--- config.mk ---
export PLATFORM = sky130hd
export DESIGN_NAME = spw_credit_ctrl
export DESIGN_NICKNAME = d
export VERILOG_FILES = /design/src/rtl/spw_pkg.sv /design/src/rtl/spw_credit_counter.sv /design/src/rtl/spw_credit_ctrl.sv
export SDC_FILE = /design/constraint.sdc
export NUM_CORES = 1
export LEC_CHECK = 0
export BUFFER_PORTS_ARGS = -buffer_cell sky130_fd_sc_hd__buf_2
export CORE_AREA = 2 2 117 62
export DETAILED_ROUTE_END_ITERATION = 16
export DIE_AREA = 0 0 119 64
export PLACE_DENSITY = 0.53
export SETUP_SLACK_MARGIN = 0.05
export SLEW_MARGIN = 25
export SYNTH_ARGS = -nofsm -noshare
export SYNTH_HDL_FRONTEND = slang
export SYNTH_HIERARCHICAL = 1
export SYNTH_SLANG_ARGS = --single-unit
--- constraint.sdc ---
create_clock -name CLOCK -period 5.6 [get_ports CLOCK]
set_clock_uncertainty 0.15 [all_clocks]
set_input_delay 0.28 -clock CLOCK [delete_from_list [all_inputs] [get_ports CLOCK]]
set_output_delay 0.28 -clock CLOCK [all_outputs]
set_load 0.01 [all_outputs]
--- src/rtl/spw_pkg.sv ---
// rtl/spw_pkg.sv - shared credit constants and FCT FSM state type
package spw_pkg;

  localparam logic [6:0] CREDIT_MAX = 7'd56;
  localparam logic [6:0] FCT_CREDIT = 7'd8;

  typedef enum logic {
    FCT_IDLE    = 1'b0,
    FCT_REQUEST = 1'b1
  } fct_state_e;

endpackage

--- src/rtl/spw_credit_counter.sv ---
// rtl/spw_credit_counter.sv - saturating 6-bit credit counter, +8 / -1 with overflow/underflow flags
module spw_credit_counter
  import spw_pkg::*;
(
  input  logic       CLOCK,
  input  logic       RESETn,
  input  logic       clr_i,
  input  logic       inc_i,
  input  logic       dec_i,
  output logic [5:0] count_o,
  output logic       overflow_o,
  output logic       underflow_o
);

  logic [5:0] count_q, count_d;
  logic [6:0] sum;

  // A rejected update leaves the count untouched; the flags tell the owner why.
  always_comb begin
    sum         = {1'b0, count_q} + (inc_i ? FCT_CREDIT : 7'd0) - {6'd0, dec_i};
    overflow_o  = inc_i && (sum > CREDIT_MAX);
    underflow_o = dec_i && !inc_i && (count_q == 6'd0);
    count_d     = count_q;
    if (clr_i) begin
      count_d = 6'd0;
    end else if (!overflow_o && !underflow_o) begin
      count_d = sum[5:0];
    end
  end

  always_ff @(posedge CLOCK or negedge RESETn) begin
    if (!RESETn) begin
      count_q <= 6'd0;
    end else begin
      count_q <= count_d;
    end
  end

  assign count_o = count_q;

endmodule

--- src/rtl/spw_credit_ctrl.sv ---
// rtl/spw_credit_ctrl.sv - SpaceWire TX/RX flow-control credit tracking and FCT request FSM
module spw_credit_ctrl
  import spw_pkg::*;
(
  input  logic       CLOCK,
  input  logic       RESETn,
  input  logic       enableTx,
  input  logic       enableRx,
  input  logic       sendFCTs,
  input  logic       gotFCT,
  input  logic       gotNChar,
  input  logic       txNCharSent,
  input  logic       fctSent,
  input  logic [6:0] rxFifoFree,
  output logic       fctRequest,
  output logic [5:0] txCredit,
  output logic       txCreditAvail,
  output logic [5:0] rxCredit,
  output logic       creditError
);

  fct_state_e state_q, state_d;
  logic       err_q, err_d;
  logic       rx_inc;
  logic       tx_ovf, tx_unf_unused, rx_ovf, rx_unf;
  logic [6:0] rx_next_grant;

  // Only an FCT that was actually requested, and is still permitted, earns credit.
  assign rx_inc        = (state_q == FCT_REQUEST) && fctSent && sendFCTs && enableRx;
  assign rx_next_grant = {1'b0, rxCredit} + FCT_CREDIT;

  spw_credit_counter u_tx_cnt (
    .CLOCK       (CLOCK),
    .RESETn      (RESETn),
    .clr_i       (!enableTx),
    .inc_i       (gotFCT),
    .dec_i       (txNCharSent),
    .count_o     (txCredit),
    .overflow_o  (tx_ovf),
    .underflow_o (tx_unf_unused)
  );

  spw_credit_counter u_rx_cnt (
    .CLOCK       (CLOCK),
    .RESETn      (RESETn),
    .clr_i       (!enableRx),
    .inc_i       (rx_inc),
    .dec_i       (gotNChar),
    .count_o     (rxCredit),
    .overflow_o  (rx_ovf),
    .underflow_o (rx_unf)
  );

  always_comb begin
    state_d = state_q;
    case (state_q)
      FCT_IDLE: begin
        if (sendFCTs && enableRx && !err_q &&
            (rx_next_grant <= CREDIT_MAX) && (rxFifoFree >= rx_next_grant)) begin
          state_d = FCT_REQUEST;
        end
      end
      FCT_REQUEST: begin
        if (fctSent || !sendFCTs || !enableRx) begin
          state_d = FCT_IDLE;
        end
      end
      default: state_d = FCT_IDLE;
    endcase
    if (!enableRx) begin
      state_d = FCT_IDLE;
    end
  end

  // Disabling either direction clears the error, even against a same-cycle violation.
  always_comb begin
    err_d = err_q;
    if (!enableRx || !enableTx) begin
      err_d = 1'b0;
    end else if (tx_ovf || rx_ovf || rx_unf) begin
      err_d = 1'b1;
    end
  end

  always_ff @(posedge CLOCK or negedge RESETn) begin
    if (!RESETn) begin
      state_q <= FCT_IDLE;
      err_q   <= 1'b0;
    end else begin
      state_q <= state_d;
      err_q   <= err_d;
    end
  end

  assign fctRequest    = (state_q == FCT_REQUEST);
  assign txCreditAvail = (txCredit != 6'd0);
  assign creditError   = err_q;

endmodule

==> results.json <==
{
  "run_status": "complete, no violations",
  "critPathCaptureType": "register",
  "grt_pass1_vias": 1400,
  "cap_violations": 0,
  "io_pins": 31,
  "setup_tns_ns": 0,
  "p_comb_share_pct": 67.9,
  "critPathMaxFanout": 9,
  "sw_frac_of_total_pct": 48.4,
  "postRouteAntennaNets": 0,
  "muxShareOfSynthArea_pct": 1.31,
  "nets": 259,
  "ff_latch_area_um2": 350,
  "cp_slowest_cell": "o32ai_2",
  "cts_resized": 0,
  "power_density_nw_per_um2": 576,
  "synthAdderAreaFrac_pct": 22.6,
  "grt.met3_usage_pct": 1.52,
  "synth_fp_nets": 229,
  "report.final.slew_viol_count": 0,
  "dr_total_vias": 1441,
  "grt_pass1_wl_um": 6500,
  "reg2reg_setup_slack_ns": 2.11,
  "clk_pin_slew_ns": 0.04,
  "htree_levels": 1,
  "cts.hold.buffers_added": 1,
  "avgViaCountPerCell": 4.71,
  "ys_ff_latch": 14,
  "drtIter0Drc": 96,
  "synth-xor-area-share_pct": 4.25,
  "die_h_um": 64,
  "nFillCells": 689,
  "worstMarginPinSlew_ns": 0.599,
  "vdd_drop_max_mv": 0.126,
  "yosysTopAreaCell": "dfrtp_1",
  "clockBufferDepth": 2,
  "cts_tree": "done",
  "use_met2_pct": 16.5,
  "required_ns": 5.60,
  "insertion_delay_ns": 0.24,
  "wl_per_cell_um": 12.4,
  "numCtsBuffers": 3,
  "crit_chain": "nand3_1 -> nor2_1 -> inv_1 -> ha_1 -> inv_1 -> ha_1 -> xor2_1 -> a31o_2 -> o32ai_2 -> and2_0 -> nor4_1 -> nor3_1",
  "cts_setup_buffers": 0,
  "yosysSeqAreaShare_pct": 21.7,
  "worstHoldPathCells": 2,
  "max_freq_mhz": 286,
  "r2r_end": "creditError",
  "multi_input_area_um2": 1100,
  "grt_antenna_before_repair": 0,
  "area_growth_pct": 20.1,
  "rsz0062_at_grt": "no",
  "portBuffers": 30,
  "rows": 21,
  "cts_root_buf": "clkbuf_16",
  "die-area_um2": 7620,
  "rr_worst_depth": 12,
  "yosys_warnings": 6,
  "wirelength_um": 3800,
  "cpPeakStageDelay_ns": 0.48,
  "synth_top_area_share_pct": 21.7,
  "dieWidth_um": 119,
  "async_flop_share_pct": 100,
  "cts.sinks": 14,
  "p_seq_share_pct": 19.0,
  "synth_compound_area_share_pct": 17.8,
  "fp.coreArea_um2": 6540,
  "grt_most_used_layer": "met2",
  "slew-limit-headroom_pct": 59.9,
  "netlist_instances": 185,
  "rr_startpoint": "fctRequest",
  "placed_area_um2": 1840,
  "synth-simple-area-share_pct": 22.4,
  "critPathArrivalTime_ns": 3.49,
  "p_int_mw": 0.577,
  "met1_usage_pct": 14.5,
  "synth_edf_count": 0,
  "whs_endpoint": "fctRequest",
  "grt_usage_pct": 10.1,
  "synth.distinct_cells": 48,
  "dpl.hpwl_um": 3070,
  "final_area_um2": 1940,
  "synth_top_family_by_area": "adder cells",
  "synthTopCellsByArea": "dfrtp_1 22%, ha_1 20%, inv_1 7.4%, nand4b_1 4.3%, o31ai_1 3.2%",
  "grt_max_degree": 15,
  "holdCritStartpoint": "fctSent",
  "antennaDiodeCount": 0,
  "gp_congestion": 0.821,
  "clkPwrFrac_pct": 13.1,
  "cp-start-kind": "register",
  "p_leak_nw": 0.887,
  "period_needed_ns": 3.49,
  "ys.flop_type": "dfrtp_1",
  "gr-total-overflow": 0,
  "path_class": "register to register",
  "avgSynthCellArea_um2": 8.74,
  "finalCritPeriodShare_pct": 62.4,
  "finalSetupViolCount": 0,
  "dr.pass1.iters": 4,
  "syn_area_um2": 1620,
  "initial_core_util_pct": 24.7,
  "drive_gt1_share_pct": 23.8,
  "hold_viol_final": 0,
  "p_switching_mw": 0.542,
  "hp-class": "input port to register",
  "drc": 0
}
==> cell usage after synthesis (3+ instances only) <==
library cell / instances
nor2_1: 4
nand3b_1: 3
nor4_1: 3
xnor2_1: 3
nor3b_1: 3
nor3_1: 7
inv_1: 32
dfrtp_1: 14
nand3_1: 5
xor2_1: 3
o31ai_1: 7
nand4b_1: 8
ha_1: 26
a21oi_1: 10
nand2_1: 11
==> worst max-delay path by stage <==
stage               cells after the start       start     endpoint  slack [ns]
floorplan                              14  fctRequest  creditError        2.72
global placement                       13    sendFCTs  creditError        2.25
detailed placement                     13    enableRx  creditError        2.15
CTS                                    12  fctRequest  creditError        2.13
global route                           12  fctRequest  creditError        1.80
finish                                 12  fctRequest  creditError        2.11
==> layout make-up <==
| class | count | share of cell area (%) |
|---|---|---|
| clock buffers | 4 | 4.57 |
| multi-input cells | 132 | 56.9 |
| well taps | 92 | 5.92 |
| inverters | 33 | 6.37 |
| flip-flops and latches | 14 | 18.0 |
| repair buffers | 31 | 8.24 |
==> cells in the final DEF (no fill, tap or decap), types with 3 or more instances in the layout <==
master and instances:
ha_1 26, o31ai_1 7, inv_1 32, nand2_1 11, nand4b_1 8, clkbuf_16 3, nor2_1 4, nor4_1 3
xor2_1 3, nor3b_1 3, xnor2_1 3, a21oi_1 10, nor3_1 7, nand3b_1 3, buf_2 30, dfrtp_1 14
nand3_1 5
==> per-layer routing <==
layer | vias to the layer above | share of wire (%)
met1 | 692 | 51
met4 | 0 | 0.55
met3 | 2 | 3.2
met2 | 22 | 45
met5 | - | 0
li1 | 725 | -
==> kinds of logic (layout without fill, tap and decap cells) <==
| kind of cell | count (synthesis) | after routing |
|---|---|---|
| flops | 14 | 14 |
| mux | 2 | 2 |
| simple gates | 58 | 58 |
| xor+xnor | 7 | 7 |
| buf+inv | 39 | 68 |
| fa+ha+maj | 28 | 28 |
| compound gates | 37 | 37 |
==> sequential cells by signal, indices dropped and copies added (netlist names) <==
signal,flops
creditError,1
u_rx_cnt/count_o,6
fctRequest,1
u_tx_cnt/count_o,6
==> power groups by stage <==
stage	combinational, mW	sequential, mW	clock, mW
2_1_floorplan	0.580	0.208	0
3_3_place_gp	0.747	0.214	0
3_5_place_dp	0.760	0.214	0
4_1_cts	0.763	0.214	0.150
5_1_grt	0.855	0.224	0.156
6_report	0.759	0.213	0.146
==> per-stage QoR <==
stage / cells / power [mW] / worst slack, ns / hold WS, ns / utilization [%]
global placement: 301 / 0.962 / 2.25 / 0.0414 / 28.2
CTS: 306 / 1.13 / 2.13 / 0.128 / 29.7
global route: 306 / 1.23 / 1.80 / 0.128 / 29.7
finish: 306 / 1.12 / 2.11 / 0.122 / 29.7
floorplan: 185 / 0.789 / 2.72 / -0.166 / -
detailed placement: 301 / 0.975 / 2.15 / 0.0456 / 28.2
==> critical path, delay by kind of cell (launching register included) <==
kind                       cells  cell delay, ns
AOI/OAI and AO/OA              2            0.71
and+or+nand+nor                5            1.21
xor gates and xnor gates       1            0.17
DFF                            1            0.36
buffers and inverters          2            0.18
adders and majority gates      2            0.61
No activity file was read; power rests on OpenSTA's default activity.
